--- config.mk ---
export PLATFORM = sky130hd
export DESIGN_NAME = mips_muldiv_unit
export DESIGN_NICKNAME = d
export VERILOG_FILES = /design/src/rtl/mips_pkg.sv /design/src/rtl/muldiv_step.sv /design/src/rtl/mips_muldiv_unit.sv
export SDC_FILE = /design/constraint.sdc
export NUM_CORES = 1
export LEC_CHECK = 0
export BUFFER_PORTS_ARGS = -buffer_cell sky130_fd_sc_hd__buf_2
export CORE_MARGIN = 3
export CORE_UTILIZATION = 36
export DETAILED_ROUTE_END_ITERATION = 16
export GPL_ROUTABILITY_DRIVEN = 0
export HOLD_SLACK_MARGIN = 0.1
export PLACE_DENSITY = 0.65
export SYNTH_ARGS = -nofsm -noshare
export SYNTH_HDL_FRONTEND = slang
export SYNTH_SLANG_ARGS = --single-unit
--- constraint.sdc ---
create_clock -name clk -period 3.4 [get_ports clk]
set_input_delay 0.34 -clock clk [delete_from_list [all_inputs] [get_ports clk]]
set_output_delay 0.34 -clock clk [all_outputs]
set_load 0.02 [all_outputs]
--- src/rtl/mips_pkg.sv ---
// mips_pkg: shared op/state types and op-class helpers for the
// iterative multiply/divide unit (mips_muldiv_unit).
package mips_pkg;

   typedef enum logic [2:0] {
      NOP   = 3'd0,
      MULT  = 3'd1,
      MULTU = 3'd2,
      DIV   = 3'd3,
      DIVU  = 3'd4,
      MTHI  = 3'd5,
      MTLO  = 3'd6
   } muldiv_op_t;

   typedef enum logic [1:0] {
      IDLE = 2'd0,
      RUN  = 2'd1,
      FIX  = 2'd2
   } muldiv_state_t;

   // Ops that occupy the iterative datapath.
   function automatic logic op_is_arith(muldiv_op_t op);
      return (op == MULT) || (op == MULTU) || (op == DIV) || (op == DIVU);
   endfunction

   function automatic logic op_is_div(muldiv_op_t op);
      return (op == DIV) || (op == DIVU);
   endfunction

   // Signed ops run on magnitudes and fix signs at the end.
   function automatic logic op_is_signed(muldiv_op_t op);
      return (op == MULT) || (op == DIV);
   endfunction

endpackage

--- src/rtl/muldiv_step.sv ---
// muldiv_step: one combinational iteration of the multiply/divide datapath.
// Multiply: radix-2 shift-add on {hi,lo}, multiplier consumed from lo[0].
// Divide:   restoring subtract on {rem,quo}, dividend bits shifted out of quo.
module muldiv_step #(
   parameter int WIDTH = 32
) (
   input  logic                 is_div_i,
   input  logic [2*WIDTH-1:0]   acc_i,
   input  logic [WIDTH-1:0]     opnd_i,
   output logic [2*WIDTH-1:0]   acc_o
);

   logic [WIDTH:0] sum;
   logic [WIDTH:0] rem1;
   logic [WIDTH:0] diff;

   // Next partial product / partial remainder for this iteration.
   always_comb begin
      sum   = {1'b0, acc_i[2*WIDTH-1:WIDTH]} + {1'b0, opnd_i};
      rem1  = {acc_i[2*WIDTH-1:WIDTH], acc_i[WIDTH-1]};
      diff  = rem1 - {1'b0, opnd_i};
      acc_o = acc_i;
      if (is_div_i) begin
         // diff[WIDTH] is the borrow: set means the divisor did not fit.
         if (!diff[WIDTH])
            acc_o = {diff[WIDTH-1:0], acc_i[WIDTH-2:0], 1'b1};
         else
            acc_o = {rem1[WIDTH-1:0], acc_i[WIDTH-2:0], 1'b0};
      end else begin
         // The carry out of the add lands in the top bit after the shift.
         if (acc_i[0])
            acc_o = {sum, acc_i[WIDTH-1:1]};
         else
            acc_o = {1'b0, acc_i[2*WIDTH-1:1]};
      end
   end

endmodule

--- src/rtl/mips_muldiv_unit.sv ---
// mips_muldiv_unit: iterative MULT/MULTU/DIV/DIVU with HI/LO state.
// Optional macro MIPS_MULDIV_FAST_MUL_EN: single-cycle multiplier, multiply
// goes IDLE->FIX directly; divide stays iterative.
import mips_pkg::*;

module mips_muldiv_unit #(
   parameter int WIDTH = 32
) (
   input  logic             clk,
   input  logic             reset,
   input  logic             start,
   input  muldiv_op_t       op,
   input  logic [WIDTH-1:0] a,
   input  logic [WIDTH-1:0] b,
   input  logic             flush,
   output logic             busy,
   output logic             done,
   output logic [WIDTH-1:0] hi,
   output logic [WIDTH-1:0] lo
);

   localparam int CNT_W = $clog2(WIDTH + 1);

   muldiv_state_t      st_q;
   logic [CNT_W-1:0]   cnt_q;
   logic [2*WIDTH-1:0] acc_q;
   logic [WIDTH-1:0]   opnd_q;
   logic [WIDTH-1:0]   a_q;
   logic [WIDTH-1:0]   hi_q, lo_q;
   logic               is_div_q, neg_q, rneg_q, bzero_q;
   logic               busy_q, done_q;

   logic               sgn;
   logic [WIDTH-1:0]   mag_a, mag_b;
   logic [2*WIDTH-1:0] acc_d;
   logic [2*WIDTH-1:0] prod;
   logic [WIDTH-1:0]   quo, rem;
   logic [WIDTH-1:0]   res_hi_d, res_lo_d;

   // Operand magnitudes for the unsigned core.
   always_comb begin
      sgn   = op_is_signed(op);
      mag_a = (sgn && a[WIDTH-1]) ? -a : a;
      mag_b = (sgn && b[WIDTH-1]) ? -b : b;
   end

   muldiv_step #(.WIDTH(WIDTH)) u_step (
      .is_div_i (is_div_q),
      .acc_i    (acc_q),
      .opnd_i   (opnd_q),
      .acc_o    (acc_d)
   );

   // Sign fix-up and divide-by-zero override applied in FIX.
   always_comb begin
      prod     = neg_q ? -acc_q : acc_q;
      quo      = acc_q[WIDTH-1:0];
      rem      = acc_q[2*WIDTH-1:WIDTH];
      res_hi_d = prod[2*WIDTH-1:WIDTH];
      res_lo_d = prod[WIDTH-1:0];
      if (is_div_q) begin
         if (bzero_q) begin
            res_lo_d = '1;
            res_hi_d = a_q;
         end else begin
            res_lo_d = neg_q  ? -quo : quo;
            res_hi_d = rneg_q ? -rem : rem;
         end
      end
   end

   // Control FSM with registered busy/done and HI/LO update.
   always_ff @(posedge clk) begin
      if (!reset) begin
         st_q     <= IDLE;
         cnt_q    <= '0;
         acc_q    <= '0;
         opnd_q   <= '0;
         a_q      <= '0;
         hi_q     <= '0;
         lo_q     <= '0;
         is_div_q <= 1'b0;
         neg_q    <= 1'b0;
         rneg_q   <= 1'b0;
         bzero_q  <= 1'b0;
         busy_q   <= 1'b0;
         done_q   <= 1'b0;
      end else begin
         done_q <= 1'b0;
         case (st_q)
            IDLE: begin
               if (start && !flush) begin
                  if (op == MTHI) hi_q <= a;
                  if (op == MTLO) lo_q <= a;
                  if (op_is_arith(op)) begin
                     // Multiply and divide share the same seed: {0, |a|}.
                     acc_q    <= {{WIDTH{1'b0}}, mag_a};
                     opnd_q   <= mag_b;
                     a_q      <= a;
                     cnt_q    <= '0;
                     is_div_q <= op_is_div(op);
                     neg_q    <= sgn & (a[WIDTH-1] ^ b[WIDTH-1]);
                     rneg_q   <= sgn & a[WIDTH-1];
                     bzero_q  <= (b == '0);
                     busy_q   <= 1'b1;
                     st_q     <= RUN;
`ifdef MIPS_MULDIV_FAST_MUL_EN
                     if (!op_is_div(op)) begin
                        acc_q  <= (2*WIDTH)'(mag_a) * (2*WIDTH)'(mag_b);
                        st_q   <= FIX;
                        done_q <= 1'b1;
                     end
`endif
                  end
               end
            end
            RUN: begin
               if (flush) begin
                  st_q   <= IDLE;
                  busy_q <= 1'b0;
               end else begin
                  acc_q <= acc_d;
                  cnt_q <= cnt_q + 1'b1;
                  if (cnt_q == CNT_W'(WIDTH - 1)) begin
                     st_q   <= FIX;
                     done_q <= 1'b1;
                  end
               end
            end
            FIX: begin
               st_q   <= IDLE;
               busy_q <= 1'b0;
               if (!flush) begin
                  hi_q <= res_hi_d;
                  lo_q <= res_lo_d;
               end
            end
            default: begin
               st_q   <= IDLE;
               busy_q <= 1'b0;
            end
         endcase
      end
   end

   assign busy = busy_q;
   // A squash arriving during FIX cancels the write, so the pulse is masked.
   assign done = done_q & ~flush;
   assign hi   = hi_q;
   assign lo   = lo_q;

endmodule
==> metrics.md <==
| Metric | Value |
|---|---|
| VDD IR max | `0.000342 V` |
| CP top delay family | `compound AO/OA/AOI/OAI gates` |
| Final worst setup slack | `83.8 ps` |
| CTS max path bufs | `3` |
| Slew Limit Fails | `0` |
| Outcome | `finished, final reports clean` |
| Cell row count | `78` |
| Synth Cell Area | `0.0167 mm²` |
| Post-Syn Area per Cell | `7.28 µm²` |
| # clock sinks | `206` |
| Placed Area | `0.0184 mm²` |
| Place WS | `-20.2 ps` |
| Setup crit end kind | `flip-flop` |
| EDFF count, synth | `0` |
| Ys Warns | `0` |
| First-pass iteration count of the detailed router | `6` |
| Peak Freq | `302 MHz` |
| Hpwl dp | `46100 µm` |
| Worst Hold Class | `input pin to flip-flop` |
| Setup violators final | `0` |
| Non-Filler Cell Area, Final | `0.0194 mm²` |
| FF-to-FF path depth | `11` |
| Worst skew pair latency | `560 ps` |
| Tightest Pin Transition | `1090 ps` |
| Synth Register Bits | `206` |
| Post-synthesis sequential area ratio | `0.246` |
| Number of global-route vias before repair | `16912` |
| Final hold vios | `0` |
| Relative slew slack | `0.274` |
| Async SR Flop Fraction | `0` |
| Area growth syn-to-layout | `16.2%` |
| Die width | `222 µm` |
| Setup Crit Path Kind | `flip-flop to flip-flop` |
| Crit path required time | `3850 ps` |
| Main synth FF type | `dfxtp_1` |
| Ports | `137` |
| CP Depth | `11` |
| Clk slew on worst S/H paths | `60 ps` |
| CP Launch Type | `flip-flop` |
| Post-synth top area cell | `dfxtp_1` |
| WP buf/inv | `1` |
| Routed WL per cell | `20.8 µm` |
| # nets final | `2534` |
| TritonCTS clock tree | `built` |
| Peak per-stage delay on the critical path | `410 ps` |
| Final Cycle Share | `0.975` |
| First-pass GRT wire length | `96000 µm` |
| Global route total overflow | `0` |
| Vias | `18375` |
| Via-to-Cell Ratio | `6.10` |
| Final min period | `3320 ps` |
| Area of the core | `0.0457 mm²` |
| 1st-iter DRT viols | `2279` |
| Fin Hold WS | `112 ps` |
| Leakage | `7.57 nW` |
| Largest net degree at the start of global routing | `93` |
| Total Routing Usage GR | `0.239` |
| Pwr/cell area | `362 mW/mm²` |
| Root Driver | `clkbuf_16` |
| Number of max-cap violations | `0` |
| Clock skew | `20.6 ps` |
| Mapped Cells | `2297` |
| Initial Util | `0.366` |
| Mapped Nets | `2439` |
| Crit path DAT | `3760 ps` |
| Antenna viol nets, final | `0` |
| Port Buf Inserts | `136` |
| Slowest CP cell | `ha_1` |
| Layout cells sized above 1 | `0.154` |
| Dominant cells by area after synthesis | `dfxtp_1, a21oi_1, nand2_1` |
| H-Tree Depth | `1` |
| DR DRC count | `0` |
| Die height | `222 µm` |
| Die Area | `0.0491 mm²` |
| Top cell type's share of synthesized area | `0.246` |
| Post-synthesis cell type count | `81` |
| Cells on Worst Hold Path | `3` |
| Initial antenna violation count | `1` |
| Cts bufs inserted | `25` |
| Critical path cell sequence | `ha_1 -> nand3_1 -> o211ai_1 -> a31oi_2 -> o41ai_2 -> buf_4 -> a221o_1 -> a31oi_1 -> nor4b_2 -> a41oi_2 -> a32o_1` |
| Total routed wirelength | `62600 µm` |
| CP max FO | `6` |
## metrics by stage
| step | cells | total power, mW | TNS [ps] | utilization |
|---|---|---|---|---|
| after floorplan | 2297 | 3.61 | 0 | - |
| after CTS | 3009 | 7.00 | 0 | 0.423 |
| final | 3011 | 7.04 | 0 | 0.426 |
| after global placement | 2958 | 4.11 | -24.8 | 0.402 |
| after global routing | 3010 | 7.27 | -109 | 0.426 |
| after detailed placement | 2958 | 4.13 | -30.8 | 0.402 |
## registers in the layout, summed over array words and instances (netlist names), 2 cells and up
name	count
a_q	32
acc_q	64
cnt_q	6
hi	32
lo	32
opnd_q	32
st_q	2
## layout make-up
| cell class | instances | area, µm² |
|---|---|---|
| Timing Repair Buffer | 267 | 1700 |
| Sequential cell | 206 | 4130 |
| Antenna cell | 1 | 2.50 |
| Tap cell | 600 | 751 |
| Clock inverter | 14 | 169 |
| Inverter | 62 | 235 |
| Fill cell | 4658 | 26200 |
| Clock buffer | 31 | 698 |
| Multi-Input combinational cell | 1830 | 11800 |
## layout by cell type, fill, tap and decap left out, types with 38 or more instances in the layout
cell	count
nand2_1	260
a21oi_1	233
nor2_1	203
dfxtp_1	203
o21ai_0	161
buf_2	136
buf_4	123
xnor2_1	100
a211oi_1	87
xor2_1	87
ha_1	69
inv_1	61
nor3_1	56
mux2i_1	48
o31ai_1	38
## routing by layer
layer,vias to the layer above,track usage,share of wire,routed length (µm)
li1,8547,-,-,-
met5,-,0,0,0
met2,1059,0.377,0.44,27400
met4,0,0.0902,0.042,2630
met1,8596,0.324,0.41,25800
met3,173,0.0453,0.11,6790
## worst reg2reg max path: stages, from the launching register on
cell	delay [ps]
dfxtp_1	380
ha_1	410
nand3_1	100
o211ai_1	370
a31oi_2	210
o41ai_2	370
buf_4	220
a221o_1	230
a31oi_1	190
nor4b_2	320
a41oi_2	90
a32o_1	320
## synth_stat cells (18+ instances only)
master	number
clkbuf_1	167
nand3_1	36
a21o_1	27
nor4_1	18
nand2_1	261
nor2_1	205
o221ai_1	21
a21oi_1	237
ha_1	69
nor3_1	57
a211oi_1	91
dfxtp_1	206
o21ai_0	162
xor2_1	87
xnor2_1	100
or4_1	24
mux2i_1	48
o31ai_1	39
or3_1	30
o211ai_1	32
inv_1	62
nand4_1	19
## worst paths after layout
kind | from | end | slack, ps
worst max register to register | acc_q[36]$_SDFFE_PN0P_ | acc_q[60]$_SDFFE_PN0P_ | 80
worst min register to register | a_q[27]$_SDFFE_PN0P_ | a_q[27]$_SDFFE_PN0P_ | 450
worst min-delay path | a[13] | a_q[13]$_SDFFE_PN0P_ | 110
worst max-delay path | acc_q[36]$_SDFFE_PN0P_ | acc_q[60]$_SDFFE_PN0P_ | 80
## logic make-up (layout without fill, tap and decap cells)
family                     Yosys count  in the layout  share of synthesized area
muxes                               59             59                     0.0361
adders and majority gates           71             71                     0.0540
DFF                                206            206                      0.246
other                                0              1                          0
AOI/OAI and AO/OA                  767            767                      0.293
and+or+nand+nor                    746            746                      0.211
xor gates and xnor gates           187            187                     0.0979
buffers and inverters              261            374                     0.0612
## power by group
group	total (mW)	internal [mW]	switching (mW)	leakage [nW]
clock	2.89	1.69	1.20	0.425
combinational	1.57	0.587	0.983	5.48
sequential	2.58	2.49	0.0881	1.67
## what timing repair did
| item | 4_1_cts | 5_1_grt |
|---|---|---|
| pin swaps | 0 | 3 |
| endpoints found under the hold margin | 6 | 0 |
| endpoints found under the setup margin | 2 | 30 |
| hold buffers | 6 | 0 |
| gates resized for setup | 2 | 24 |
| buffers inserted | 0 | 1 |
Power figures use the tool's default switching activity.
